### src/rtl/iomem_audio_pkg.sv
// Register map, bit positions and STATUS packing shared by the audio FIFO block.
package iomem_audio_pkg;

    localparam logic [3:0] REG_DATA    = 4'h0;
    localparam logic [3:0] REG_STATUS  = 4'h4;
    localparam logic [3:0] REG_CTRL    = 4'h8;
    localparam logic [3:0] REG_LOWATER = 4'hC;

    localparam int ST_EMPTY_BIT    = 16;
    localparam int ST_FULL_BIT     = 17;
    localparam int ST_UNDERRUN_BIT = 18;
    localparam int ST_OVERFLOW_BIT = 19;

    localparam int CTRL_ENABLE_BIT = 0;
    localparam int CTRL_IRQ_EN_BIT = 1;
    localparam int CTRL_FLUSH_BIT  = 2;

    // Field order mirrors the STATUS word from bit 19 down to bit 0.
    typedef struct packed {
        logic        overflow;
        logic        underrun;
        logic        full;
        logic        empty;
        logic [15:0] level;
    } status_t;

    function automatic logic [31:0] pack_status(input status_t st);
        return {12'h000, st};
    endfunction

    function automatic logic [1:0] reg_word(input logic [3:0] offset);
        return offset[3:2];
    endfunction

endpackage

### src/rtl/iomem_audio_fifo_sync_fifo.sv
// Single-clock circular FIFO with combinational head read and a synchronous flush.
module sync_fifo #(
    parameter int DEPTH = 64,
    parameter int WIDTH = 16
) (
    input  logic                       clk_i,
    input  logic                       rst_n_i,
    input  logic                       push_i,
    input  logic                       pop_i,
    input  logic                       flush_i,
    input  logic [WIDTH-1:0]           wdata_i,
    output logic [WIDTH-1:0]           rdata_o,
    output logic [$clog2(DEPTH):0]     level_o,
    output logic                       full_o,
    output logic                       empty_o
);

    localparam int LW = $clog2(DEPTH);
    localparam logic [LW-1:0] PTR_ONE  = LW'(1);
    localparam logic [LW:0]   LVL_ONE  = (LW + 1)'(1);
    localparam logic [LW:0]   LVL_FULL = (LW + 1)'(DEPTH);

    logic [WIDTH-1:0] mem_q [DEPTH];
    logic [LW-1:0]    wr_ptr_q;
    logic [LW-1:0]    wr_ptr_d;
    logic [LW-1:0]    rd_ptr_q;
    logic [LW-1:0]    rd_ptr_d;
    logic [LW:0]      level_q;
    logic [LW:0]      level_d;
    logic             do_push_s;
    logic             do_pop_s;

    assign empty_o   = (level_q == {(LW + 1){1'b0}});
    assign full_o    = (level_q == LVL_FULL);
    assign level_o   = level_q;
    assign rdata_o   = mem_q[rd_ptr_q];
    // A pop in the same cycle frees the slot, so a push into a full FIFO is legal then.
    assign do_pop_s  = pop_i && !empty_o;
    assign do_push_s = push_i && (!full_o || do_pop_s);

    // Pointer and level next-state; flush wins over any concurrent push or pop.
    always_comb begin
        wr_ptr_d = wr_ptr_q;
        rd_ptr_d = rd_ptr_q;
        level_d  = level_q;
        if (flush_i) begin
            wr_ptr_d = {LW{1'b0}};
            rd_ptr_d = {LW{1'b0}};
            level_d  = {(LW + 1){1'b0}};
        end else begin
            if (do_push_s) begin
                wr_ptr_d = wr_ptr_q + PTR_ONE;
            end else begin
                wr_ptr_d = wr_ptr_q;
            end
            if (do_pop_s) begin
                rd_ptr_d = rd_ptr_q + PTR_ONE;
            end else begin
                rd_ptr_d = rd_ptr_q;
            end
            if (do_push_s && !do_pop_s) begin
                level_d = level_q + LVL_ONE;
            end else if (do_pop_s && !do_push_s) begin
                level_d = level_q - LVL_ONE;
            end else begin
                level_d = level_q;
            end
        end
    end

    // Sample storage; left without reset so it maps onto RAM.
    always_ff @(posedge clk_i) begin
        if (do_push_s) begin
            mem_q[wr_ptr_q] <= wdata_i;
        end
    end

    // Pointer and level registers.
    always_ff @(posedge clk_i) begin
        if (!rst_n_i) begin
            wr_ptr_q <= {LW{1'b0}};
            rd_ptr_q <= {LW{1'b0}};
            level_q  <= {(LW + 1){1'b0}};
        end else begin
            wr_ptr_q <= wr_ptr_d;
            rd_ptr_q <= rd_ptr_d;
            level_q  <= level_d;
        end
    end

endmodule

### src/rtl/iomem_audio_fifo.sv
// iomem-mapped audio sample FIFO: register window, bus handshake, codec drain and refill interrupt.
module iomem_audio_fifo
    import iomem_audio_pkg::*;
#(
    parameter logic [31:0] BASE_ADDR = 32'h0300_0000,
    parameter int          DEPTH     = 64,
    parameter int          SAMPLE_W  = 16
) (
    input  logic                clk,
    input  logic                resetn,
    input  logic                iomem_valid,
    output logic                iomem_ready,
    input  logic [3:0]          iomem_wstrb,
    input  logic [31:0]         iomem_addr,
    input  logic [31:0]         iomem_wdata,
    output logic [31:0]         iomem_rdata,
    input  logic                sample_strobe,
    output logic [SAMPLE_W-1:0] sample_out,
    output logic                irq
);

    localparam int LW = $clog2(DEPTH);
    localparam logic [15:0] LOWATER_RST = 16'(DEPTH / 4);

    logic                ready_q;
    logic                ready_d;
    logic                enable_q;
    logic                enable_d;
    logic                irq_en_q;
    logic                irq_en_d;
    logic                underrun_q;
    logic                underrun_d;
    logic                overflow_q;
    logic                overflow_d;
    logic [15:0]         lowater_q;
    logic [15:0]         lowater_d;
    logic [SAMPLE_W-1:0] sample_q;
    logic [SAMPLE_W-1:0] sample_d;
    logic                irq_q;
    logic                irq_d;

    logic                sel_s;
    logic                access_s;
    logic                wr_s;
    logic                rd_s;
    logic [1:0]          word_s;
    logic                wr_data_s;
    logic                wr_status_s;
    logic                wr_ctrl_s;
    logic                wr_lowater_s;
    logic                push_s;
    logic                pop_s;
    logic                flush_s;
    logic [SAMPLE_W-1:0] fifo_rdata_s;
    logic [LW:0]         fifo_level_s;
    logic                fifo_full_s;
    logic                fifo_empty_s;
    logic [15:0]         level16_s;
    status_t             status_s;
    logic [31:0]         rdata_s;
    logic                unused_s;

    assign unused_s = ^{iomem_addr[1:0], iomem_wdata};

    assign sel_s    = iomem_valid && (iomem_addr[31:4] == BASE_ADDR[31:4]);
    // The access completes in the ready cycle; writes commit on the edge that ends it.
    assign access_s = sel_s && ready_q;
    assign wr_s     = access_s && (iomem_wstrb != 4'b0000);
    assign rd_s     = access_s && (iomem_wstrb == 4'b0000);
    assign word_s   = iomem_addr[3:2];

    assign wr_data_s    = wr_s && (word_s == reg_word(REG_DATA));
    assign wr_status_s  = wr_s && (word_s == reg_word(REG_STATUS));
    assign wr_ctrl_s    = wr_s && (word_s == reg_word(REG_CTRL));
    assign wr_lowater_s = wr_s && (word_s == reg_word(REG_LOWATER));

    assign push_s  = wr_data_s;
    assign pop_s   = sample_strobe && enable_q;
    assign flush_s = wr_ctrl_s && iomem_wdata[CTRL_FLUSH_BIT];

    sync_fifo #(
        .DEPTH (DEPTH),
        .WIDTH (SAMPLE_W)
    ) u_fifo (
        .clk_i   (clk),
        .rst_n_i (resetn),
        .push_i  (push_s),
        .pop_i   (pop_s),
        .flush_i (flush_s),
        .wdata_i (iomem_wdata[SAMPLE_W-1:0]),
        .rdata_o (fifo_rdata_s),
        .level_o (fifo_level_s),
        .full_o  (fifo_full_s),
        .empty_o (fifo_empty_s)
    );

    assign level16_s         = 16'(fifo_level_s);
    assign status_s.overflow = overflow_q;
    assign status_s.underrun = underrun_q;
    assign status_s.full     = fifo_full_s;
    assign status_s.empty    = fifo_empty_s;
    assign status_s.level    = level16_s;

    // Read mux: data is only driven during the ready cycle of an in-window read.
    always_comb begin
        rdata_s = 32'h0000_0000;
        if (rd_s) begin
            if (word_s == reg_word(REG_STATUS)) begin
                rdata_s = pack_status(status_s);
            end else if (word_s == reg_word(REG_CTRL)) begin
                rdata_s = {29'h0000_0000, 1'b0, irq_en_q, enable_q};
            end else if (word_s == reg_word(REG_LOWATER)) begin
                rdata_s = {16'h0000, lowater_q};
            end else begin
                rdata_s = 32'h0000_0000;
            end
        end else begin
            rdata_s = 32'h0000_0000;
        end
    end

    // Next-state for handshake, control, flags, codec sample and interrupt.
    always_comb begin
        ready_d   = sel_s && !ready_q;
        enable_d  = wr_ctrl_s ? iomem_wdata[CTRL_ENABLE_BIT] : enable_q;
        irq_en_d  = wr_ctrl_s ? iomem_wdata[CTRL_IRQ_EN_BIT] : irq_en_q;
        lowater_d = wr_lowater_s ? iomem_wdata[15:0] : lowater_q;
        // A new event outranks a software clear landing in the same cycle.
        underrun_d = (underrun_q && !(wr_status_s && iomem_wdata[ST_UNDERRUN_BIT]))
                   || (pop_s && fifo_empty_s);
        overflow_d = (overflow_q && !(wr_status_s && iomem_wdata[ST_OVERFLOW_BIT]))
                   || (push_s && fifo_full_s && !pop_s);
        if (pop_s) begin
            sample_d = fifo_empty_s ? {SAMPLE_W{1'b0}} : fifo_rdata_s;
        end else begin
            sample_d = sample_q;
        end
        irq_d = irq_en_q && ((level16_s < lowater_q) || underrun_q);
    end

    // State registers with synchronous active-low reset.
    always_ff @(posedge clk) begin
        if (!resetn) begin
            ready_q    <= 1'b0;
            enable_q   <= 1'b0;
            irq_en_q   <= 1'b0;
            underrun_q <= 1'b0;
            overflow_q <= 1'b0;
            lowater_q  <= LOWATER_RST;
            sample_q   <= {SAMPLE_W{1'b0}};
            irq_q      <= 1'b0;
        end else begin
            ready_q    <= ready_d;
            enable_q   <= enable_d;
            irq_en_q   <= irq_en_d;
            underrun_q <= underrun_d;
            overflow_q <= overflow_d;
            lowater_q  <= lowater_d;
            sample_q   <= sample_d;
            irq_q      <= irq_d;
        end
    end

    assign iomem_ready = ready_q;
    assign iomem_rdata = rdata_s;
    assign sample_out  = sample_q;
    assign irq         = irq_q;

endmodule

### config.mk
export PLATFORM = sky130hd
export DESIGN_NAME = iomem_audio_fifo
export DESIGN_NICKNAME = d
export VERILOG_FILES = /design/src/rtl/iomem_audio_pkg.sv /design/src/rtl/iomem_audio_fifo_sync_fifo.sv /design/src/rtl/iomem_audio_fifo.sv
export SDC_FILE = /design/constraint.sdc
export NUM_CORES = 1
export LEC_CHECK = 0
export BUFFER_PORTS_ARGS = -buffer_cell sky130_fd_sc_hd__buf_4
export CORE_MARGIN = 3
export CORE_UTILIZATION = 35
export DETAILED_ROUTE_END_ITERATION = 12
export GPL_TIMING_DRIVEN = 0
export SYNTH_ARGS = -nofsm -noshare
export SYNTH_HDL_FRONTEND = slang
export SYNTH_HIERARCHICAL = 1
export SYNTH_SLANG_ARGS = --single-unit
export TNS_END_PERCENT = 5
### constraint.sdc
create_clock -name clk -period 5.41 [get_ports clk]
set_input_delay 1.082 -clock clk [delete_from_list [all_inputs] [get_ports clk]]
set_output_delay 1.082 -clock clk [all_outputs]
set_load 0.005 [all_outputs]
**Word level (Yosys, flattened, before mapping)**

Memory sizes are Yosys's and may differ from the RTL's. A register that Yosys moved wholly into a read port is not among the register bits.
Cells that the tools add are included.

- Add/sub/neg operators: 4
- $mul: 0
- Divide/modulo/power cells: 0
- $lt $le $gt $ge: 1
- Eq/ne operators: 5
- Shifts and indexed selects: 0
- Mux-type cells: 11
- Bitwise logic cells: 1
- Reductions and logical operators: 41

Operators by type and width:

| cell | count |
|---|---|
| two-way mux 16 bit | 3 |
| two-way mux 32 bit | 1 |
| equality test 28 x 22 -> 1 bit (second input constant) | 1 |
| logical AND 1 bit | 23 |
| two-way mux 20 bit | 1 |
| less-than comparator 7 x 16 -> 1 bit | 1 |
| two-way mux 7 bit | 2 |
| adder 6 x 1 -> 6 bit (second input constant) | 2 |
| two-way mux 6 bit | 2 |
| zero test 1 bit | 8 |
| adder 7 x 1 -> 7 bit (second input constant) | 1 |
| equality test 7 bit (second input constant) | 1 |
| zero test 7 bit | 1 |
| subtractor 7 x 1 -> 7 bit (second input constant) | 1 |
| equality test 2 bit (second input constant) | 2 |
| zero test 4 bit | 1 |
| logical OR 1 bit | 4 |
| nonzero test 4 bit | 1 |
| equality test 2 x 1 -> 1 bit (second input constant) | 1 |
| zero test 2 bit | 1 |
| two-way mux 1 bit | 2 |
| nonzero test 2 bit | 1 |
| OR reduction 2 bit | 1 |
| NOT 1 bit | 1 |

- Flip-flop bits (word level): 57
- Latch bits: 0
- RAM bits: 1,024
- ROM bits: 0
- Bits of input ports: 72
- Output and inout bits: 50
- Word-level logic and storage cells: 75
- Memories kept: 1

Memory list:

| name | words | width | read ports | clocked after memory_dff | write ports | RTL line | text |
|---|---|---|---|---|---|---|---|
| u_fifo.mem_q | 64 | 16 | 1 | 1 | 1 | iomem_audio_fifo_sync_fifo.sv:23 | `logic [WIDTH-1:0] mem_q [DEPTH];` |

**Depth between registers and ports, before layout**

Gate-level depths: netlist of run 1.

- Depth in word-level cells: 10
- Depth in mapped cells: 14
- Depth with buffers taken out: 13

**By module**

Netlist of run 1, hierarchy kept.

Modules (own cells, without submodules):

| module | instances | cells each | area an instance (µm²) |
|---|---|---|---|
| sync_fifo | 1 | 1,873 | 40,654.0 |
| iomem_audio_fifo | 1 | 244 | 2,188.3 |

**Least setup slack after synthesis of run 1**

No wires, ideal clock.

- Kind: input-to-reg
- Start point: in iomem_addr[12]
- End point: mem u_fifo.mem_q[59][0] (enable)
- Library setup time: 0.389 ns
- Arrival: 3.694 ns
- Required time: 5.021 ns
- Setup slack: 1.327 ns
- Stages: 9
- Path buffers: 1
- Cell sequence: nor4_2 > nand4_1 > or3_2 > nor3_1 > o41a_1 > buf_2 > nor2b_1 > nand3_1 > nor2_1

- Word-level cells in the longest chain between the ends: 8

RTL lines:

| item | RTL line | text |
|---|---|---|
| start, declared | iomem_audio_fifo.sv:14 | `input logic [31:0] iomem_addr,` |
| equality test 28 x 22 -> 1 bit | iomem_audio_fifo.sv:65 | `assign sel_s = iomem_valid && (iomem_addr[31:4] == BASE_ADDR[31:4]);` |
| logical AND 1 bit | iomem_audio_fifo.sv:65 |  |
| logical AND 1 bit | iomem_audio_fifo.sv:67 | `assign access_s = sel_s && ready_q;` |
| logical AND 1 bit | iomem_audio_fifo.sv:68 | `assign wr_s = access_s && (iomem_wstrb != 4'b0000);` |
| logical AND 1 bit | iomem_audio_fifo.sv:72 | `assign wr_data_s = wr_s && (word_s == reg_word(REG_DATA));` |
| named net push_s | iomem_audio_fifo.sv:51 | `logic push_s;` |
| logical AND 1 bit | iomem_audio_fifo_sync_fifo.sv:39 | `assign do_push_s = push_i && (!full_o \|\| do_pop_s);` |
| named net u_fifo.do_push_s | iomem_audio_fifo_sync_fifo.sv:30 | `logic do_push_s;` |
| two-way mux 1 bit | iomem_audio_fifo_sync_fifo.sv:73 | `if (do_push_s) begin` |
| two-way mux 1 bit (implied by the code) | iomem_audio_fifo_sync_fifo.sv:74 | `mem_q[wr_ptr_q] <= wdata_i;` |
| end, declared | iomem_audio_fifo_sync_fifo.sv:23 |  |

The timed path passes the listed nets, and every way through them passes these cells.

**Final worst setup path of run 1**

- Start point: in iomem_addr[27]
- End point: mem u_fifo.mem_q[35][3] (enable)

The elaborated chain is that of the path after synthesis.

==> results of run 1 <==
==> sequential cells by signal, indices dropped and copies added (netlist names), named ones only <==
signal and count:
irq 1, u_fifo/mem_q 1024, overflow_q 1, u_fifo/rd_ptr_q 6
sample_out 16, u_fifo/level_o 7, u_fifo/wr_ptr_q 6, underrun_q 1
lowater_q 16, enable_q 1, iomem_ready 1, irq_en_q 1
==> cell families after synthesis <==
logic type | share of synthesized area (%)
AO/OA/AOI/OAI | 2.926
XOR/XNOR | 0.2044
adder cells (fa/ha/maj) | 0.4848
buffers and inverters | 1.933
flip-flops | 74.72
multiplexers | 15.68
other | 0.008753
AND/OR/NAND/NOR | 4.042
==> worst max-delay path: stages <==
cell and delay, ns:
buf_4 0.11, nor4b_2 0.32, nand4_1 0.20, or3_2 0.56, nor3_1 0.19, o41a_1 0.19
buf_2 0.27, nor2b_1 0.31, nand3_1 0.59, nor2_2 0.79, buf_8 0.25
==> worst paths after layout <==
path	from	endpoint	slack (ns)	depth (start not counted)
worst max register to register	flip-flop	sample_out[7]$_SDFFE_PN0P_	1.06	10
worst max-delay path	iomem_addr[27]	u_fifo/mem_q[35][3]$_DFFE_PP_	0.87	11
worst min register to register	overflow_q$_SDFF_PN0_	overflow_q$_SDFF_PN0_	0.49	2
worst min-delay path	overflow_q$_SDFF_PN0_	overflow_q$_SDFF_PN0_	0.49	2
==> cell usage in the layout, fill, tap and decap left out, types with 8 or more instances in the layout <==
master        n
edfxtp_1   1024
mux4_2      244
buf_4       117
clkbuf_16   114
mux2i_1      69
nor2_2       64
dfxtp_1      63
clkbuf_1     58
nor2_1       55
buf_8        55
nand2_1      53
nor2b_1      44
buf_2        35
o21ai_0      33
mux2_2       31
a21oi_1      29
a22oi_1      27
clkinv_1     24
a221oi_1     21
buf_6        19
nor3b_1      18
bufinv_16    17
clkinv_2     16
inv_1        15
ha_1         15
buf_1        14
and2_1       14
conb_1       12
nor3_1        9
and3_1        9
o22ai_1       9
nand2b_1      8
buf_16        8
==> synth_stat cells, types with 29 or more instances <==
master | n | area share, %
a21oi_1 | 29 | 0.34
nor2_1 | 119 | 1.0
buf_2 | 35 | 0.41
dfxtp_1 | 63 | 2.9
mux4_2 | 244 | 13
clkbuf_1 | 37 | 0.32
nor2b_1 | 44 | 0.64
nand2_1 | 53 | 0.46
edfxtp_1 | 1024 | 72
o21ai_0 | 33 | 0.39
mux2i_1 | 69 | 1.6
mux2_2 | 31 | 0.81
==> metal layers <==
| layer | global-route usage, % | up-vias | share of wire, % |
|---|---|---|---|
| met5 | 0 | - | 0.011 |
| li1 | - | 9258 | - |
| met3 | 4.791 | 215 | 10 |
| met4 | 6.802 | 2 | 3.6 |
| met2 | 29.87 | 1221 | 47 |
| met1 | 24.82 | 12040 | 39 |
==> area by class of cell <==
| cell class | instances | area [um2] | area share [%] |
|---|---|---|---|
| antenna | 4 | 10.01 | 0.01981 |
| buffer | 130 | 772.0 | 1.528 |
| clock buffer | 137 | 2959 | 5.857 |
| clock inverter | 65 | 757.0 | 1.498 |
| inverter | 15 | 56.30 | 0.1114 |
| multi-input combinational | 896 | 10200 | 20.20 |
| sequential | 1087 | 32010 | 63.36 |
| tap | 1612 | 2017 | 3.992 |
| timing repair buffer | 155 | 1733 | 3.430 |
==> through the flow <==
| stage | worst slack (ns) | total power [uW] | instance area (um2) | TNS (ns) | hold slack (ns) |
|---|---|---|---|---|---|
| 2_1_floorplan | 1.327 | 9395 | 42880 | 0 | 0.4320 |
| 3_3_place_gp | -0.2375 | 9558 | 45580 | -32.05 | 0.4639 |
| 3_5_place_dp | 0.3480 | 9573 | 46790 | 0 | 0.4894 |
| 4_1_cts | 1.030 | 17310 | 50510 | 0 | 0.4977 |
| 5_1_grt | 0.8709 | 17670 | 50510 | 0 | 0.5274 |
| 6_report | 0.8741 | 17160 | 50520 | 0 | 0.4934 |
==> report_power, final <==
group          switching, uW  internal, uW
clock                   3100          4670
sequential      0.0000000262          9190
combinational            160          38.4
total                   3260         13900
==> run metrics, run 1 <==
status=completed; number of hold buffers added after cts=0; Setup crit start kind=input pin; filler cell count=10530; layout cell share with drive strength beyond 1=30.26%; Required @ worst endpoint=5.77 ns; maxcap violations=0; clk buf depth=3; crit path max fanout=9; Peak supply drop=0.2422 mV; fin cells=4101; Post-CTS Setup Inserts=0; cells after synthesis=2117; synthesized area=42840 um2; Hold Fails Final Rpt=0; Final Critical Period=4.536 ns; Root Driver=clkbuf_16; CP Capture Type=flip-flop; final core occ=41.83%; CTS resizes=0; clock-pin transition on the worst setup and hold timing paths=0.06 ns; # clock sinks=1087; Routed WL=119.5 mm; CTS tree=yes; area grow syn2layout=17.92%; syn avg cell area=20.24 um2; DRC Markers=0; drt pass-1 iters=5; worst rel slew slack=5.984%; synth warn=6; WL/cell=29.13 um; ys async rst share=0%; H-tree Lvls=3; Detailed Place HPWL=79.63 mm; via count=22740; Worst Clk Skew=0.04307 ns; Vias per Instance=5.544; synth unique cells=71; GR Overflow Total=0; first-pass GRT wire length=169.1 mm; Initial Util=35.48%; io pins=122; fin nets=2485; total track usage=18.71%; P_leak=0.01549 uW; Skew-Pair Late Insertion Delay=0.68 ns; DRT antenna net count=0; most common flop cell mapped by yosys=edfxtp_1; Max Clk Rate=220.5 MHz; Die Y=355.9 um; Seq/Total Area, Yosys=74.72%; Num CTS Buffers=112; worst slew pin tran=1.410 ns; Placed Instances=3895; Max Slew Vio Count=0; number of synthesized flops with an enable pin=1024; port bufs=91; Pwr per Cell Area=339.6 nW/um2; chip width=355.9 um; vias in the first global route=22970; Iteration-0 DRC Markers=3058; Tcrit/Tclk final=83.84%; core footprint=120800 um2; Synth Register Bits=1087; RSZ-0062 raised after global routing=no; setup violators final=0; largest net degree at the start of global routing=67; Die ar.=126600 um2; GPL Wtd Cong=0.8957; CP Data Arrival Time=4.90 ns; FP Rows=127; Worst Setup Path Type=in -> reg; initial antenna violation count=9; Hold Path Class=reg -> reg
(Power assumes the default switching activity.)
==> inputs of run 2 (changes only) <==
==> constraint.sdc (replaced) <==
create_clock -name clk -period 4.6 [get_ports clk]
set_input_delay 0.92 -clock clk [delete_from_list [all_inputs] [get_ports clk]]
set_output_delay 0.92 -clock clk [all_outputs]
set_load 0.005 [all_outputs]
==> run 2 against run 1 <==
First-iteration DRC count is 0.65% lower. Utilization hardly changed. Die area stayed put. Critical path depth is 2 lower. Sequential power is 18% higher. Design area hardly changed. Sequential share of layout area hardly changed. Combinational power is 18% higher. Worst hold slack hardly changed. Highest routed layer unchanged.
==> run metrics, run 2 (synthesis gave the netlist of run 1 again) <==
Peak supply drop=0.2837 mV; Detailed Place HPWL=79.63 mm; Clock power frac=45.3%; Routed WL=119.3 mm; Worst Setup Path Type=reg -> reg; Pint=16350 uW; worst hold margin=0.4935 ns; total track usage=18.71%; Post-CTS Setup Inserts=0; GR Overflow Total=0; Required @ worst endpoint=5.23 ns; most flop-heavy register=u_fifo/mem_q; Skew-Pair Late Insertion Delay=0.68 ns; core footprint=120800 um2; chip width=355.9 um; Sw Share=19.00%; Sw Pwr=3835 uW; CP Data Arrival Time=5.03 ns; hold wc startpoint=overflow_q$_SDFF_PN0_; CTS tree=yes; RSZ-0062 raised after global routing=no; Hold Fails Final Rpt=0; maxcap violations=0; DRC Markers=0; filler cell count=10530; Pwr per Cell Area=399.5 nW/um2; crit path max fanout=10; Worst Clk Skew=0.04238 ns; Hold Path Class=reg -> reg; layout cell share with drive strength beyond 1=30.26%; drt pass-1 iters=5; multi-input logic area=10200 um2; Final Critical Period=4.403 ns; number of flip-flops in the largest register=1024; Root Driver=clkbuf_16; most common cell after layout, fill and taps aside=edfxtp_1; initial antenna violation count=8; Power, Total=20180 uW; final core occ=41.83%; Flop pwr share=53.6%; port bufs=91; first-pass GRT wire length=169.1 mm; DRT antenna net count=0; io pins=122; Die ar.=126600 um2; worst rel slew slack=2.403%; worst slew pin tran=1.464 ns; vias in the first global route=22960; CP Capture Type=flip-flop; area grow syn2layout=17.91%; P_leak=0.01549 uW; Max Slew Vio Count=0; number of hold buffers added after cts=0; GR Util met2=29.96%; clk buf depth=3; CTS resizes=0; commonest cells after routing, fill and taps aside=edfxtp_1 (1024), mux4_2 (244), buf_4 (117); via count=22680; Setup crit start kind=flip-flop; # clock sinks=1087; Register Area=32010 um2; Die Y=355.9 um; part of the power in combinational logic=1.2%; Initial Util=35.48%; Iteration-0 DRC Markers=3038; Tcrit/Tclk final=95.73%; met3 usage=4.791%; M1 GR Usage=24.78%; largest net degree at the start of global routing=67; Max Clk Rate=227.1 MHz; fin nets=2485; GPL Wtd Cong=0.8957; clock-pin transition on the worst setup and hold timing paths=0.07 ns; FP Rows=127; Vias per Instance=5.533; status=completed; WL/cell=29.10 um; Num CTS Buffers=112; H-tree Lvls=3; busiest grt layer=met2; setup violators final=0
-- run 2: final timing paths --
path	end	slack [ns]	cells past startpoint
max	sample_out[7]$_SDFFE_PN0P_	0.20	9
min reg2reg	overflow_q$_SDFF_PN0_	0.49	2
max reg2reg	sample_out[7]$_SDFFE_PN0P_	0.20	9
min	overflow_q$_SDFF_PN0_	0.49	2
-- run 2: worst max-delay path: stages (launching register included) --
cell and delay (ns):
dfxtp_1 0.43, buf_2 0.38, clkbuf_1 0.82, buf_2 0.52
mux2i_1 0.22, a221oi_1 1.17, and3_1 0.37, nor3b_1 0.24
a21oi_1 0.06, nor2b_1 0.11
-- run 2: per-layer routing --
layer	vias to the layer above	part of all wire [%]	routed length, um
met1	12000	39	46800
met3	215	10	12210
li1	9261	-	-
met4	2	3.4	4096
met5	-	0.011	13
met2	1206	47	56140
-- run 2: metrics by stage --
| stage | std cells | TNS, ns | area, um2 | setup WS, ns |
|---|---|---|---|---|
| 3_3_place_gp | 3831 | -589.73 | 45580 | -0.8855 |
| 6_report | 4099 | 0 | 50510 | 0.1965 |
| 5_1_grt | 4097 | 0 | 50510 | 0.2057 |
| 3_5_place_dp | 3895 | -28.00 | 46790 | -0.3000 |
| 4_1_cts | 4097 | 0 | 50510 | 0.3824 |
| 2_1_floorplan | 2128 | 0 | 42880 | 0.6791 |
-- run 2: area by class of cell --
cell class / instances / area share, %
diodes: 2 / 0.009908
repair buffers: 155 / 3.431
plain buffers: 130 / 1.528
well taps: 1612 / 3.993
multi-input cells: 896 / 20.20
clock buffers: 137 / 5.858
flip-flops and latches: 1087 / 63.37
inverters: 15 / 0.1115
clock inverters: 65 / 1.499
-- run 2: power groups by stage --
stage          clock network [uW]  registers (uW)  logic [uW]
5_1_grt                      9720           10800         254
6_report                     9140           10800         233
3_3_place_gp                    0           11000         222
4_1_cts                      9310           10800         238
3_5_place_dp                    0           11000         239
2_1_floorplan                   0           11000        29.3
==> inputs of run 3 (changes only) <==
--- a/config.mk
+++ b/config.mk
@@ -10,6 +10,7 @@
 export CORE_UTILIZATION = 35
 export DETAILED_ROUTE_END_ITERATION = 12
 export GPL_TIMING_DRIVEN = 0
+export REMOVE_ABC_BUFFERS = 1
 export SYNTH_ARGS = -nofsm -noshare
 export SYNTH_HDL_FRONTEND = slang
 export SYNTH_HIERARCHICAL = 1
==> run 3 against run 2 <==
Worst hold slack lost 0.013 ns. Design area shrank 1.3%. Die area is the same. Non-clock buffer count shrank 111. Sequential power is essentially flat. Clock power shrank 10%. Clock skew grew 0.0075 ns. Critical endpoint is now u_fifo/mem_q[19][0]$_DFFE_PP_. Largest cell class unchanged.
==> run metrics, run 3 (synthesis gave the netlist of run 1 again) <==
Post-CTS Setup Inserts=0; P_leak=0.01499 uW; maxcap violations=0; Iteration-0 DRC Markers=1950; drt pass-1 iters=5; fin nets=2366; CP Data Arrival Time=4.80 ns; Die Y=355.9 um; Max Slew Vio Count=0; Vias per Instance=5.381; DRT antenna net count=0; most common cell after layout, fill and taps aside=edfxtp_1; layout cell share with drive strength beyond 1=29.12%; Final Critical Period=4.424 ns; Tcrit/Tclk final=96.18%; R2R Setup Slk=0.45 ns; core footprint=120800 um2; crit path from=iomem_addr[8]; Hold Path Class=reg -> reg; CTS resizes=0; first-pass GRT wire length=150.5 mm; GR Overflow Total=0; Hold Fails Final Rpt=0; worst slew pin tran=1.184 ns; Sw Pwr=3797 uW; total track usage=16.26%; Root Driver=clkbuf_16; Pwr per Cell Area=386.3 nW/um2; FP Rows=127; Detailed Place HPWL=66.02 mm; Power, Total=19260 uW; Worst Setup Path Type=in -> reg; Max Clk Rate=226.0 MHz; port bufs=93; Routed WL=103.3 mm; clk buf depth=3; Skew-Pair Late Insertion Delay=0.70 ns; Sw Share=19.71%; final core occ=41.29%; filler cell count=10490; Required @ worst endpoint=4.98 ns; CTS tree=yes; M1 GR Usage=22.26%; H-tree Lvls=3; # clock sinks=1087; Num CTS Buffers=104; chip width=355.9 um; part of the power in combinational logic=1.1%; R2R depth=10; initial antenna violation count=6; worst rel slew slack=20.90%; Pint=15460 uW; area grow syn2layout=16.39%; Peak supply drop=0.3385 mV; WL/cell=25.98 um; GPL Wtd Cong=0.8158; Flop pwr share=56.1%; RSZ-0062 raised after global routing=yes; Worst Clk Skew=0.04987 ns; number of hold buffers added after cts=0; largest net degree at the start of global routing=67; commonest cells after routing, fill and taps aside=edfxtp_1 (1024), mux4_2 (244), clkbuf_16 (104); setup violators final=0; GR Util met2=26.09%; most flop-heavy register=u_fifo/mem_q; busiest grt layer=met2; Die ar.=126600 um2; crit path max fanout=9; CP Capture Type=flip-flop; Clock power frac=42.7%; DRC Markers=0; met3 usage=3.542%; Setup crit start kind=input pin; worst reg2reg path endpoint=sample_out[2]$_SDFFE_PN0P_; number of flip-flops in the largest register=1024; Critical Path End=u_fifo/mem_q[19][0]$_DFFE_PP_; status=completed; via count=21400; vias in the first global route=21690; Place WS=-0.4960 ns; post-layout worst setup margin=0.1758 ns; Hold Path Depth=1; io pins=122; Initial Util=35.48%; clock-pin transition on the worst setup and hold timing paths=0.07 ns
==> run 3: power groups by stage <==
stage | sequential [uW] | combinational [uW] | clock [uW]
2_1_floorplan | 11000 | 15.2 | 0
3_3_place_gp | 11000 | 211 | 0
3_5_place_dp | 11000 | 229 | 0
4_1_cts | 10800 | 228 | 8430
5_1_grt | 10800 | 242 | 8790
6_report | 10800 | 221 | 8230
==> run 3: through the flow <==
step	instance area [um2]	hold slack [ns]	cells	setup TNS, ns
after floorplan	42110	0.4320	1998	-95.32
after detailed placement	46560	0.4667	3784	-129.24
final	49860	0.4800	3977	0
after CTS	49850	0.4809	3975	0
after global routing	49860	0.5040	3975	-1.943
after global placement	44830	0.4577	3703	-1049.28
==> run 3: cell type report <==
type | count | area, um2 | share of cell area [%]
clock buffers | 125 | 2681 | 5.377
diodes | 2 | 5.005 | 0.01004
well taps | 1612 | 2017 | 4.045
flip-flops and latches | 1087 | 32030 | 64.23
repair buffers | 174 | 2247 | 4.507
inverters | 15 | 56.30 | 0.1129
clock inverters | 66 | 608.1 | 1.220
multi-input cells | 896 | 10220 | 20.50
==> run 3: per-layer routing <==
layer,routed length [um],up-vias
li1,-,9017
met1,43400,11400
met2,49550,828
met3,7506,156
met4,2866,2
met5,13,-
==> run 3: worst min path at each step <==
stage | start | endpoint | slack, ns
after floorplan | irq_en_q$_SDFFE_PN0P_ | irq$_SDFF_PN0_ | 0.43
after global placement | overflow_q$_SDFF_PN0_ | overflow_q$_SDFF_PN0_ | 0.46
final | iomem_ready$_SDFF_PN0_ | iomem_ready$_SDFF_PN0_ | 0.48
after global routing | iomem_ready$_SDFF_PN0_ | iomem_ready$_SDFF_PN0_ | 0.50
after detailed placement | iomem_ready$_SDFF_PN0_ | iomem_ready$_SDFF_PN0_ | 0.47
after CTS | iomem_ready$_SDFF_PN0_ | iomem_ready$_SDFF_PN0_ | 0.48
==> run 3: critical path: stages <==
cell	delay, ns
buf_4	0.11
nor4_2	0.29
nand4_1	0.22
or3_2	0.59
nor3_1	0.16
o41a_1	0.63
nor2b_1	0.33
nand3_1	0.54
nor2_2	0.76
buf_8	0.24
